## config.mk

```make
export PLATFORM = sky130hd
export DESIGN_NAME = updown_seq_monitor
export DESIGN_NICKNAME = d
export VERILOG_FILES = /design/src/rtl/updown_seq_monitor.sv
export SDC_FILE = /design/constraint.sdc
export NUM_CORES = 1
export LEC_CHECK = 0
export CAP_MARGIN = 15
export CORE_ASPECT_RATIO = 0.6
export CORE_MARGIN = 2
export CORE_UTILIZATION = 45
export DETAILED_ROUTE_END_ITERATION = 10
export PLACE_DENSITY = 0.68
export SLEW_MARGIN = 20
export SYNTH_ARGS = -nofsm -noshare
export SYNTH_HDL_FRONTEND = slang
export SYNTH_SLANG_ARGS = --single-unit
```

## constraint.sdc

```tcl
create_clock -name Clk -period 7.2 [get_ports Clk]
set_clock_uncertainty 0.05 [all_clocks]
set_input_delay 1.44 -clock Clk [delete_from_list [all_inputs] [get_ports Clk]]
set_output_delay 1.44 -clock Clk [all_outputs]
set_load 0.1 [all_outputs]
```

## src/rtl/updown_seq_monitor.sv

```systemverilog
// Receive-side monitor for a bounce (auto up/down) counter stream: locks onto the
// sequence, reports direction, flags turnarounds, measures run length and counts errors.
module updown_seq_monitor #(
    parameter int WIDTH = 4,
    parameter int CNT_W = 8
) (
    input  logic             Clk,
    input  logic             RST,
    input  logic [WIDTH-1:0] cnt_in,
    input  logic             cnt_valid,
    output logic             dir,
    output logic             locked,
    output logic             turn_pulse,
    output logic             err_pulse,
    output logic [CNT_W-1:0] err_count,
    output logic [CNT_W-1:0] last_run
);

    // state  | meaning
    // S_IDLE | no sample held yet
    // S_ACQ  | one sample held in prev, direction unknown
    // S_UP   | locked, counting up
    // S_DOWN | locked, counting down
    typedef enum logic [1:0] {S_IDLE, S_ACQ, S_UP, S_DOWN} state_t;

    localparam logic [WIDTH-1:0] VAL_MAX  = '1;
    localparam logic [WIDTH-1:0] VAL_ZERO = '0;
    localparam logic [WIDTH-1:0] VAL_ONE  = WIDTH'(1);
    localparam logic [CNT_W-1:0] CNT_MAX  = '1;
    localparam logic [CNT_W-1:0] CNT_ONE  = CNT_W'(1);

    state_t           state_q, state_d;
    logic [WIDTH-1:0] prev_q, prev_d;
    logic [CNT_W-1:0] steps_q, steps_d;
    logic [CNT_W-1:0] last_run_q, last_run_d;
    logic [CNT_W-1:0] err_count_q, err_count_d;
    logic             turn_q, turn_d;
    logic             err_q, err_d;

    logic             is_inc;
    logic             is_dec;
    logic             err_hit;
    logic [CNT_W-1:0] steps_inc;

    always_comb begin
        state_d     = state_q;
        prev_d      = prev_q;
        steps_d     = steps_q;
        last_run_d  = last_run_q;
        err_count_d = err_count_q;
        turn_d      = 1'b0;
        err_d       = 1'b0;
        err_hit     = 1'b0;

        // The end-value guards keep a modular wrap (15->0, 0->15) from looking like a step
        is_inc    = (prev_q != VAL_MAX)  && (cnt_in == prev_q + VAL_ONE);
        is_dec    = (prev_q != VAL_ZERO) && (cnt_in == prev_q - VAL_ONE);
        steps_inc = (steps_q == CNT_MAX) ? steps_q : steps_q + CNT_ONE;

        if (cnt_valid) begin
            prev_d = cnt_in;
            case (state_q)
                S_IDLE: state_d = S_ACQ;
                S_ACQ: begin
                    if (is_inc) begin
                        state_d = S_UP;
                        steps_d = CNT_ONE;
                    end else if (is_dec) begin
                        state_d = S_DOWN;
                        steps_d = CNT_ONE;
                    end
                end
                S_UP: begin
                    if (is_inc) begin
                        steps_d = steps_inc;
                    end else if (prev_q == VAL_MAX && cnt_in == VAL_MAX - VAL_ONE) begin
                        state_d    = S_DOWN;
                        turn_d     = 1'b1;
                        last_run_d = steps_q;
                        steps_d    = CNT_ONE;
                    end else begin
                        err_hit = 1'b1;
                    end
                end
                S_DOWN: begin
                    if (is_dec) begin
                        steps_d = steps_inc;
                    end else if (prev_q == VAL_ZERO && cnt_in == VAL_ONE) begin
                        state_d    = S_UP;
                        turn_d     = 1'b1;
                        last_run_d = steps_q;
                        steps_d    = CNT_ONE;
                    end else begin
                        err_hit = 1'b1;
                    end
                end
                default: state_d = S_IDLE;
            endcase

            // Errors drop lock but keep run statistics; prev already took the new sample
            if (err_hit) begin
                state_d     = S_ACQ;
                err_d       = 1'b1;
                err_count_d = (err_count_q == CNT_MAX) ? err_count_q : err_count_q + CNT_ONE;
            end
        end
    end

    always_ff @(posedge Clk) begin
        if (RST) begin
            state_q     <= S_IDLE;
            prev_q      <= '0;
            steps_q     <= '0;
            last_run_q  <= '0;
            err_count_q <= '0;
            turn_q      <= 1'b0;
            err_q       <= 1'b0;
        end else begin
            state_q     <= state_d;
            prev_q      <= prev_d;
            steps_q     <= steps_d;
            last_run_q  <= last_run_d;
            err_count_q <= err_count_d;
            turn_q      <= turn_d;
            err_q       <= err_d;
        end
    end

    assign dir        = (state_q == S_UP);
    assign locked     = (state_q == S_UP) || (state_q == S_DOWN);
    assign turn_pulse = turn_q;
    assign err_pulse  = err_q;
    assign err_count  = err_count_q;
    assign last_run   = last_run_q;

endmodule

```

Yosys cells after proc, flatten, opt, wreduce, memory -nomap -nowiden
Cells that the tools add are included.

cells by class
  muxes and demuxes = 33
  equal/unequal tests = 23
  $add $sub $neg = 4
  reduce and logical (&&, ||, !) cells = 15
  bitwise gates (word level) = 2

operators with widths
  operator                                                                count
  8-bit 2-to-1 mux                                                        11
  8-bit case mux with 3 select lines                                      1
  8-bit by 1-bit adder with 8-bit output (second input constant)          2
  8-bit equality test (second input constant)                             2
  8-bit case mux with 2 select lines                                      1
  2-bit 2-to-1 mux                                                        7
  3-bit != test (second input constant)                                   4
  6-bit AND reduction                                                     2
  1-bit 2-to-1 mux                                                        10
  4-bit equality test                                                     2
  4-bit equality test (second input constant)                             2
  4-bit != test (second input constant)                                   2
  2-bit case mux with 4 select lines                                      1
  2-bit != test (second input constant)                                   3
  3-bit by 1-bit != test with 1-bit output (second input constant)        2
  5-bit AND reduction                                                     1
  4-bit by 1-bit adder with 4-bit output (second input constant)          1
  2-bit equality test (second input constant)                             2
  4-bit by 1-bit equality test with 1-bit output (second input constant)  1
  1-bit logical AND                                                       4
  4-bit logical NOT                                                       1
  1-bit case mux with 2 select lines                                      2
  4-bit nonzero test                                                      1
  4-bit by 1-bit subtractor with 4-bit output (second input constant)     1
  10 further kinds                                                        11

word-level totals
  register bits after elaboration = 32
  output and inout bits = 20
  input bits = 7
  word-level logic and storage cells = 84

Logic depth before layout (Yosys ltp)
  depth after elaboration = 8
  mapped depth = 9
  mapped depth without buffers = 8

Worst setup path after synthesis
Ideal clock, no wire load.

  kind = input-to-reg
  from = input port cnt_in[2]
  to = register steps_q[5]
  stages = 8
  path buffers = 2
  setup time = 0.070 ns
  arrival = 3.247 ns
  path slack = 3.833 ns
  data required time = 7.080 ns
  cells stage by stage = buf_2 xor3_1 nand4bb_4 o31a_1 o21a_4 buf_6 or4_1 a21oi_1

between the ends
  cells in the longest elaborated chain, start to end = 4
  elaborated cells on any way between the ends = 16
  classes of those cells = 7 x eq/ne; 4 x mux; 5 x reduce/logical

ends and longest elaborated chain
  item                                                                                        line  source
  start: declaration                                                                          9     input logic [WIDTH-1:0] cnt_in,
  4-bit equality test, or another cell as far along                                           57    is_dec = (prev_q != VAL_ZERO) && (cnt_in == prev_q - VAL_ONE);
  1-bit logical AND (on tied branches)                                                        --
  3-bit != test (no line), or another cell as far along                                       --
  5-bit AND reduction (no line) / 8-bit case mux with 3 select lines (equally long branches)  --
  end signal: assignment                                                                      121   steps_q <= steps_d;
  end: declaration                                                                            34    logic [CNT_W-1:0] steps_q, steps_d;

Several ways; a longest one is shown, not always the timed one.
A chain may end at the register's enable or synchronous reset.

Worst setup path in the final report
  from = input port cnt_in[2]
  to = register steps_q[0]

Same word-level chain as after synthesis.

==> results.py <==
metrics = {
    "status": {
        "status": "finished clean",
    },
    "global_routing": {
        "grt_max_degree": 29,
        "grt_use_total_pct": 21.7,
        "grt_pass1_vias": 1443,
        "grt_pass1_wl_um": 7290,
        "grt-ovfl-total": 0,
        "antenna_found_initial": 0,
    },
    "sta": {
        "relSlewSlack_pct": 29.0,
        "setup_viol": 0,
        "slew_viol_final": 0,
        "post-route-min-period_ns": 3.86,
        "fmax_mhz": 259,
        "period_share_pct": 53.6,
        "tightest_slew_ns": 1.06,
        "hold_viol": 0,
        "setup-tns-final_ns": 0,
        "rsz0062_at_grt": "no",
        "worst_hold_slack_ns": 0.421,
    },
    "routing": {
        "drc_errors": 0,
        "vias_per_cell": 6.07,
        "drtIter0Drc": 128,
        "drtAntennaViolNets": 0,
        "wl_per_cell_um": 16.7,
        "wirelength_um": 4520,
        "dr.pass1.iters": 5,
        "vias": 1645,
    },
    "worst_hold_path": {
        "hold_depth": 1,
        "min_path_type": "reg2reg",
        "hold_start": "steps_q[6]",
        "min_to": "steps_q[6]",
    },
    "placement": {
        "place_congestion": 0.928,
        "placed_cells": 263,
        "io_buffers": 26,
        "dp_hpwl_um": 3200,
    },
    "pwr": {
        "power_w": 0.000401,
        "power_density_nw_per_um2": 187,
        "power_leakage_nw": 0.788,
        "ir_drop_uv": 135,
    },
    "floorplan": {
        "core-area_um2": 3740,
        "io_pins": 27,
        "fp.dieH_um": 53.0,
        "die_width_um": 85.6,
        "initial_utilization_pct": 48.0,
        "die_area_um2": 4530,
        "rows": 17,
    },
    "critical_path": {
        "cp.arrival_ns": 4.01,
        "r2r_cells": 8,
        "r2r-start": "prev_q[0]",
        "required_ns": 7.35,
        "cp_max_fo": 16,
        "end_kind": "flop",
        "startpoint_type": "input port",
        "crit_type": "in2reg",
        "reg2reg_slack_ns": 4.48,
        "reg2reg_to": "steps_q[7]",
    },
    "clocking": {
        "cts_buffers": 5,
        "post-cts-setup-buffer-count": 0,
        "clk_pin_slew_ns": 0.07,
        "clockRootBuffer": "clkbuf_8",
        "clk_latency_ns": 0.30,
        "tritoncts": "built",
        "cts_resized": 0,
        "cts_buffer_depth": 2,
        "cts.hold.buffers_added": 0,
        "cts.sinks": 32,
        "h-tree-depth": 2,
    },
    "layout": {
        "fin_nets": 234,
        "syn2layout_area_growth_pct": 19.4,
        "layoutNonFillerInstCount": 271,
        "diodes": 0,
        "drive_gt1_share_pct": 7.14,
        "fill_cells": 338,
    },
    "synth": {
        "synth.distinct_cells": 43,
        "netlist_area_um2": 1800,
        "synth_seq_cells": 32,
        "synth_cells": 203,
        "syn_nets": 214,
        "ys.flop_type": "dfxtp_1",
        "synth_seq_area_share_pct": 35.6,
        "yosysWarnings": 0,
        "synth-edff-count": 0,
        "ys_async_sr_fraction_pct": 0,
        "avgSynthCellArea_um2": 8.86,
    },
    "run": {
        "drv_cap": 0,
    },
}
-- power breakdown --
part / switching (W) / internal, W / total (W)
registers: 0.00000464 / 0.000179 / 0.000184
logic: 0.0000259 / 0.0000177 / 0.0000435
clock network: 0.0000710 / 0.000102 / 0.000173
-- kinds of logic (layout without fill, tap and decap cells) --
family                     after synthesis  count (layout)  synth area share (%)
AOI/OAI and AO/OA                       47              47                  18.8
xor gates and xnor gates                 6               6                  3.76
adders and majority gates                4               4                  2.78
buffers and inverters                   20              41                  6.19
DFF                                     32              32                  35.6
muxes                                   14              14                  7.93
and+or+nand+nor                         80              80                  24.9
-- critical path, stage by stage --
cell,delay (ns)
clkdlybuf4s50_1,0.62
xor3_1,0.40
nand4bb_4,0.23
o21a_1,0.24
a21o_1,0.33
or4_1,0.56
a31oi_1,0.16
-- layout by cell type, fill, tap and decap left out, drive strengths merged, types with 7 or more instances in the layout --
master	instances
dfxtp	32
clkdlybuf4s50	26
nor2	18
a21oi	14
nand2	13
mux2i	12
o31ai	10
or4	9
nand3	8
inv	7
nand4	7
-- flip-flops by register name (all words and copies together) (netlist names) --
| register | count |
|---|---|
| steps_q | 8 |
| state_q | 2 |
| last_run | 8 |
| err_count | 8 |
| err_pulse | 1 |
| turn_pulse | 1 |
| prev_q | 4 |
-- cell usage after synthesis, types with 2 or more instances --
cell type	number	area, µm²
dfxtp_1	32	641
nor2_1	18	67.6
a21oi_1	14	70.1
nand2_1	13	48.8
mux2i_1	12	120
o31ai_1	10	75.1
or4_1	9	67.6
nand3_1	8	40.0
inv_1	7	26.3
nand4_1	7	43.8
clkbuf_1	6	22.5
nor2b_1	5	31.3
buf_6	4	45.0
ha_1	4	50.1
nor4_1	4	25.0
o21ai_0	4	20.0
a211oi_1	3	22.5
and3_1	3	18.8
nor3_1	3	15.0
nor3b_1	3	22.5
o21a_1	3	22.5
xnor2_1	3	26.3
a41oi_1	2	17.5
buf_2	2	10.0
mux2_2	2	22.5
o31a_1	2	17.5
or2_2	2	12.5
or3_1	2	12.5
xor2_1	2	17.5
-- how the worst max path moves through the flow --
| stage | from | end | slack (ns) | cells after the start |
|---|---|---|---|---|
| 2_1_floorplan | cnt_in[2] | steps_q[5] | 3.83 | 8 |
| 3_3_place_gp | cnt_in[2] | err_count[7] | 2.99 | 7 |
| 3_5_place_dp | cnt_in[2] | err_count[7] | 2.72 | 7 |
| 4_1_cts | cnt_in[2] | err_count[7] | 3.06 | 7 |
| 5_1_grt | cnt_in[2] | steps_q[0] | 3.22 | 7 |
| 6_report | cnt_in[2] | steps_q[0] | 3.34 | 7 |
-- per-layer routing --
metal | vias up | wire length (µm) | share of wire [%] | global-route usage [%]
li1 | 795 | - | - | -
met1 | 768 | 2170 | 48 | 28.6
met2 | 68 | 1940 | 43 | 33.1
met3 | 14 | 337 | 7.5 | 7.80
met4 | 0 | 70 | 1.5 | 7.14
met5 | - | 0 | 0 | 0
-- per-stage QoR --
| step | util (%) | area (µm²) | setup WS, ns |
|---|---|---|---|
| floorplan | - | 1800 | 3.83 |
| global placement | 54.3 | 2030 | 2.99 |
| detailed placement | 54.3 | 2030 | 2.72 |
| CTS | 57.3 | 2140 | 3.06 |
| global route | 57.4 | 2150 | 3.22 |
| finish | 57.4 | 2150 | 3.34 |
-- cell type report --
cell class | instances | area, µm² | area share (%)
clock buffer | 5 | 68.8 | 3.21
clock inverter | 3 | 42.5 | 1.98
inverter | 7 | 26.3 | 1.22
multi-input combinational | 151 | 1050 | 48.9
sequential | 32 | 641 | 29.8
tap | 47 | 58.8 | 2.74
timing repair buffer | 26 | 260 | 12.1
Power figures use the tool's default switching activity.
